**src/rtl/regfile_2r1w_init.sv**
```systemverilog
// Two-read, one-write register file with a hardware zeroing sequencer.
// Reads are combinational; the array has no reset so it maps to distributed RAM.
module regfile_2r1w_init #(
    parameter int DATA_W   = 32,
    parameter int ADDR_W   = 5,
    parameter int ZERO_REG = 1,
    parameter int BYPASS   = 1
) (
    input  logic              clk,
    input  logic              rst_n,
    input  logic [ADDR_W-1:0] rs_addr,
    input  logic [ADDR_W-1:0] rt_addr,
    output logic [DATA_W-1:0] rs_data,
    output logic [DATA_W-1:0] rt_data,
    input  logic              wr_en,
    input  logic [ADDR_W-1:0] wr_addr,
    input  logic [DATA_W-1:0] wr_data,
    input  logic              clr,
    output logic              busy,
    output logic              wr_drop
);

    localparam int                DEPTH    = 2 ** ADDR_W;
    localparam logic [ADDR_W-1:0] PTR_LAST = ADDR_W'(DEPTH - 1);
    localparam logic [ADDR_W-1:0] PTR_ONE  = ADDR_W'(1);

    typedef enum logic {
        INIT = 1'b0,
        RUN  = 1'b1
    } state_t;

    state_t            r_state, w_state_nxt;
    logic [ADDR_W-1:0] r_ptr, w_ptr_nxt;
    logic              r_wr_drop;
    logic [DATA_W-1:0] r_mem [DEPTH];

    logic              w_in_run;
    logic              w_wr_live;
    logic              w_wr_accept;
    logic              w_wr_drop_nxt;
    logic              w_mem_we;
    logic [ADDR_W-1:0] w_mem_addr;
    logic [DATA_W-1:0] w_mem_wdata;
    logic [DATA_W-1:0] w_rs_mem, w_rt_mem;

    assign w_in_run      = (r_state == RUN);
    // A live write lands on this edge; it is also what the bypass forwards.
    assign w_wr_live     = w_in_run && wr_en && !clr;
    assign w_wr_accept   = w_wr_live && !((ZERO_REG != 0) && (wr_addr == '0));
    assign w_wr_drop_nxt = wr_en && (!w_in_run || clr);

    always_comb begin
        // NOTE: defaults first, so every path assigns every output and no latch is inferred.
        w_state_nxt = r_state;
        w_ptr_nxt   = r_ptr;
        case (r_state)
            INIT: begin
                if (clr) begin
                    w_ptr_nxt = '0;
                end else begin
                    w_ptr_nxt = r_ptr + PTR_ONE;
                    if (r_ptr == PTR_LAST) w_state_nxt = RUN;
                end
            end
            RUN: begin
                if (clr) begin
                    w_state_nxt = INIT;
                    w_ptr_nxt   = '0;
                end
            end
            default: begin
                w_state_nxt = INIT;
                w_ptr_nxt   = '0;
            end
        endcase
    end

    always_ff @(posedge clk or negedge rst_n) begin
        // NOTE: non-blocking assignments for all clocked state so every flop samples pre-edge values.
        if (!rst_n) begin
            r_state   <= INIT;
            r_ptr     <= '0;
            r_wr_drop <= 1'b0;
        end else begin
            r_state   <= w_state_nxt;
            r_ptr     <= w_ptr_nxt;
            r_wr_drop <= w_wr_drop_nxt;
        end
    end

    // Single write port shared by the zeroing sequencer and the datapath.
    always_comb begin
        w_mem_we    = 1'b0;
        w_mem_addr  = wr_addr;
        w_mem_wdata = wr_data;
        if (!w_in_run) begin
            w_mem_we    = 1'b1;
            w_mem_addr  = r_ptr;
            w_mem_wdata = '0;
        end else if (w_wr_accept) begin
            w_mem_we = 1'b1;
        end
    end

    // NOTE: the array is deliberately not reset; the sequencer zeroes it and reads are masked until RUN.
    always_ff @(posedge clk) begin
        if (w_mem_we) r_mem[w_mem_addr] <= w_mem_wdata;
    end

    assign w_rs_mem = r_mem[rs_addr];
    assign w_rt_mem = r_mem[rt_addr];

    function automatic logic [DATA_W-1:0] sel_read(
        input logic [ADDR_W-1:0] addr,
        input logic [DATA_W-1:0] mem_val,
        input logic              in_run,
        input logic              wr_live,
        input logic [ADDR_W-1:0] waddr,
        input logic [DATA_W-1:0] wdata
    );
        if (!in_run)                               return '0;
        if ((ZERO_REG != 0) && (addr == '0))       return '0;
        if ((BYPASS != 0) && wr_live && (waddr == addr)) return wdata;
        return mem_val;
    endfunction

    assign rs_data = sel_read(rs_addr, w_rs_mem, w_in_run, w_wr_live, wr_addr, wr_data);
    assign rt_data = sel_read(rt_addr, w_rt_mem, w_in_run, w_wr_live, wr_addr, wr_data);
    assign busy    = !w_in_run;
    assign wr_drop = r_wr_drop;

endmodule

```
**config.mk**
```make
export PLATFORM = sky130hd
export DESIGN_NAME = regfile_2r1w_init
export DESIGN_NICKNAME = d
export VERILOG_FILES = /design/src/rtl/regfile_2r1w_init.sv
export SDC_FILE = /design/constraint.sdc
export NUM_CORES = 1
export LEC_CHECK = 0
export CAP_MARGIN = 5
export CORE_MARGIN = 10
export CORE_UTILIZATION = 35
export CTS_BUF_LIST = sky130_fd_sc_hd__clkbuf_8
export DETAILED_ROUTE_END_ITERATION = 8
export HOLD_SLACK_MARGIN = 0.06
export PLACE_DENSITY = 0.61
export RECOVER_POWER = 50
export SYNTH_ARGS = -nofsm -noshare
export SYNTH_HDL_FRONTEND = slang
export SYNTH_SLANG_ARGS = --single-unit
```
**constraint.sdc**
```tcl
create_clock -name clk -period 8.76 [get_ports clk]
set_input_delay 1.752 -clock clk [delete_from_list [all_inputs] [get_ports clk]]
set_output_delay 1.752 -clock clk [all_outputs]
set_load 0.005 [all_outputs]
```
==> results.cfg <==
[run_status]
run_status = finished, violations left
violations_in_the_final_reports = max-capacitance violations, max-slew violations

[clock_network]
postCtsSetupRepairBufs = 0
clk_root_buffer_cell = clkbuf_8
worst_skew_pair.late_latency_ns = 0.89
worst_setup_hold_path_clk_slew_ns = 0.06
cts_tree = built
clock_path_buffers = 3
hold_buffers = 0
cts.sinks = 1031
htree_levels = 4
post_cts_resized = 0
cts_bufs_inserted = 162

[hold_path]
min-delay-path-class = reg -> reg

[power_and_ir_drop]
power.ir.vdd_worst_uv = 154
pwr_per_cell_area_nw_per_um2 = 181
static-leakage-power_nw = 17.9

[timing]
slew_headroom_pct = -45.6
finalWorstPathRequiredPeriod_ns = 7.28
fmax_ghz = 0.137
worst_slack_ns = 1.48
setup_total_negative_slack_ns = 0
setup_viol_count_final = 0
finClkSkew_ns = 0.0348
hold_viol_final = 0
rsz0062_at_grt = no
slew_viol_final = 970
tightestPinTransition_ns = 2.18
post-route-period-util_pct = 83.1

[placement]
gp_weighted_congestion = 0.860
dpl-instance-area_um2 = 52300
port_buffers = 116
placement.setup.worst_slack_ns = 1.66
place.detailed.hpwl_um = 95500

[synthesis]
synth.ff_latch_count = 1031
async_reset_ff_share_pct = 0.679
largest_cells_by_area_after_synthesis = edfxtp_1 (63%), mux4_2 (15%), mux2i_1 (7.6%)
post_synth_edffs = 1024
synth.yosys.seq_area_share_pct = 63.3
synth_area_um2 = 48800
synthDominantCellAreaShare_pct = 63.0
ys_types = 57
ys_warn_count = 0
synth_cells = 2819
syn_avg_cell_area_um2 = 17.3
synth.net_count = 2872
synth_largest_area_cell = edfxtp_1
post_synth_top_flop = edfxtp_1

[setup_path]
slowest_delay_ns = 0.70
critical_path_startpoint_category = input pin
timing.critical_path.arrival_ns = 5.53
crit_path_top_delay_cell = nor4_1
path_cells = dlygate4sd3_1 > nand3b_1 > nor4_1 > o2111ai_4 > buf_4 > o211ai_1 > o22a_1 > clkdlybuf4s50_1
cp.buffers_inverters = 3
crit_path_max_fanout = 19
worst-endpoint-required_ns = 7.01
critPathKind = in -> out
cpLargestDelayFamily = buffers and inverters
critPathCaptureType = output port

[route]
drt.antenna.violating_nets = 0
drtIter0Drc = 4507
via_count = 30700
detail_route.drc_violations = 0
average_vias_per_placed_instance = 6.21
final_routed_wirelength_um = 164000
wl_per_cell_um = 33.1
drt_pass1_iterations = 6

[finish]
register_area_um2 = 30900
fillCellCount = 12700
design_area_um2 = 55200
final_layout_size_suffix_gt1_share_pct = 22.6
final_core_utilization_pct = 39.7
final_net_count = 3006
area_growth_syn_to_layout_pct = 12.9
multi_input_comb_area_um2 = 17000

[floorplanning]
die_area_um2 = 155000
core-area_um2 = 139000
floorplan.die.height_um = 394
floorplan.rows = 137
start_util_pct = 35.1
die_x_um = 394
io_pins = 117

[global_routing]
first_global_vias = 30600
grt_antenna_before_repair = 5
grt_start_max_net_pins = 137
globalRouteTotalUtil_pct = 20.4
global_route.overflow_total = 0
grt_first_pass_wirelength_um = 230000

[run]
drv.max_cap_violation_count = 31
[cell families after synthesis]
group	after synthesis	share of synthesized area, %
AO/OA/AOI/OAI	487	7.82
XOR/XNOR	13	0.233
adder cells (fa/ha/maj)	2	0.0512
buffers and inverters	252	2.55
flip-flops	1031	63.3
multiplexers	714	22.8
AND/OR/NAND/NOR	320	3.19
[registers in the layout (all words and copies together) (netlist names)]
name and flops:
r_state 1, wr_drop 1, r_ptr 5, r_mem 1024
[stage by stage]
step,total power [mW],std cells,hold slack (ns)
2_1_floorplan,6.03,2819,0.536
3_3_place_gp,6.32,4665,0.584
3_5_place_dp,6.32,4665,0.600
4_1_cts,10.0,4945,0.614
5_1_grt,10.3,4946,0.671
6_report,10.0,4947,0.614
[cells in the final DEF, fill, tap and decap left out, types with 60 or more instances in the layout]
cell | synthesis | routed
edfxtp_1 | 1024 | 1024
clkbuf_8 | 0 | 167
nand2_1 | 122 | 120
a22oi_1 | 152 | 152
mux4_2 | 317 | 317
o221ai_1 | 60 | 60
a221oi_1 | 83 | 83
clkdlybuf4s50_1 | 0 | 102
buf_4 | 28 | 78
mux2i_1 | 371 | 371
inv_1 | 17 | 82
[tightest hold or removal path: stages (launching register included)]
cell and delay [ns]:
dfrtp_1 0.40, mux2i_1 0.09, nor2_1 0.08
[cells in the mapped netlist (8+ instances only)]
cell / number
a2111o_1: 8
a211oi_1: 25
a21boi_1: 8
a21oi_1: 22
a221o_1: 24
a221oi_1: 83
a22oi_1: 152
and2_1: 35
and3_1: 14
buf_1: 17
buf_2: 77
buf_4: 28
buf_6: 13
clkbuf_1: 98
edfxtp_1: 1024
inv_1: 17
mux2_2: 26
mux2i_1: 371
mux4_2: 317
nand2_1: 122
nand2b_1: 18
nand3_1: 22
nand4_1: 12
nor2_1: 55
nor2b_1: 8
nor3_1: 10
o21ai_0: 26
o221ai_1: 60
o22a_1: 33
o22ai_1: 33
or3b_2: 11
[layout make-up]
class	instances	area share, %
inverter	18	0.122
multi-input combinational	1536	30.8
timing repair buffer	204	3.52
clock inverter	114	1.05
sequential	1031	56.1
clock buffer	166	4.14
antenna	2	0.00907
tap	1876	4.26
[where the power goes]
group | switching (mW) | total (mW) | internal, mW
logic | 0.489 | 0.795 | 0.306
registers | 0.0223 | 5.43 | 5.41
clock network | 1.93 | 3.77 | 1.84
[metal layers]
metal	global-route usage [%]	up-vias	share of wire [%]
li1	-	12200	-
met1	28.6	16200	41
met2	29.9	2021	44
met3	6.01	314	12
met4	7.29	2	3.1
met5	0	-	0.0085
[final timing paths]
path,start,endpoint,slack (ns),depth (start not counted)
setup / recovery,clr,rs_data[30],1.48,8
hold / removal,r_ptr[4],r_ptr[4],0.61,2
setup reg to reg,r_state,r_mem[17][16],2.67,5
hold reg to reg,r_ptr[4],r_ptr[4],0.61,2
max in group asynchronous,rst_n,r_state,7.28,1
min in group asynchronous,rst_n,r_ptr[0],1.20,1
Note: power is estimated with default switching activity, not from simulation.
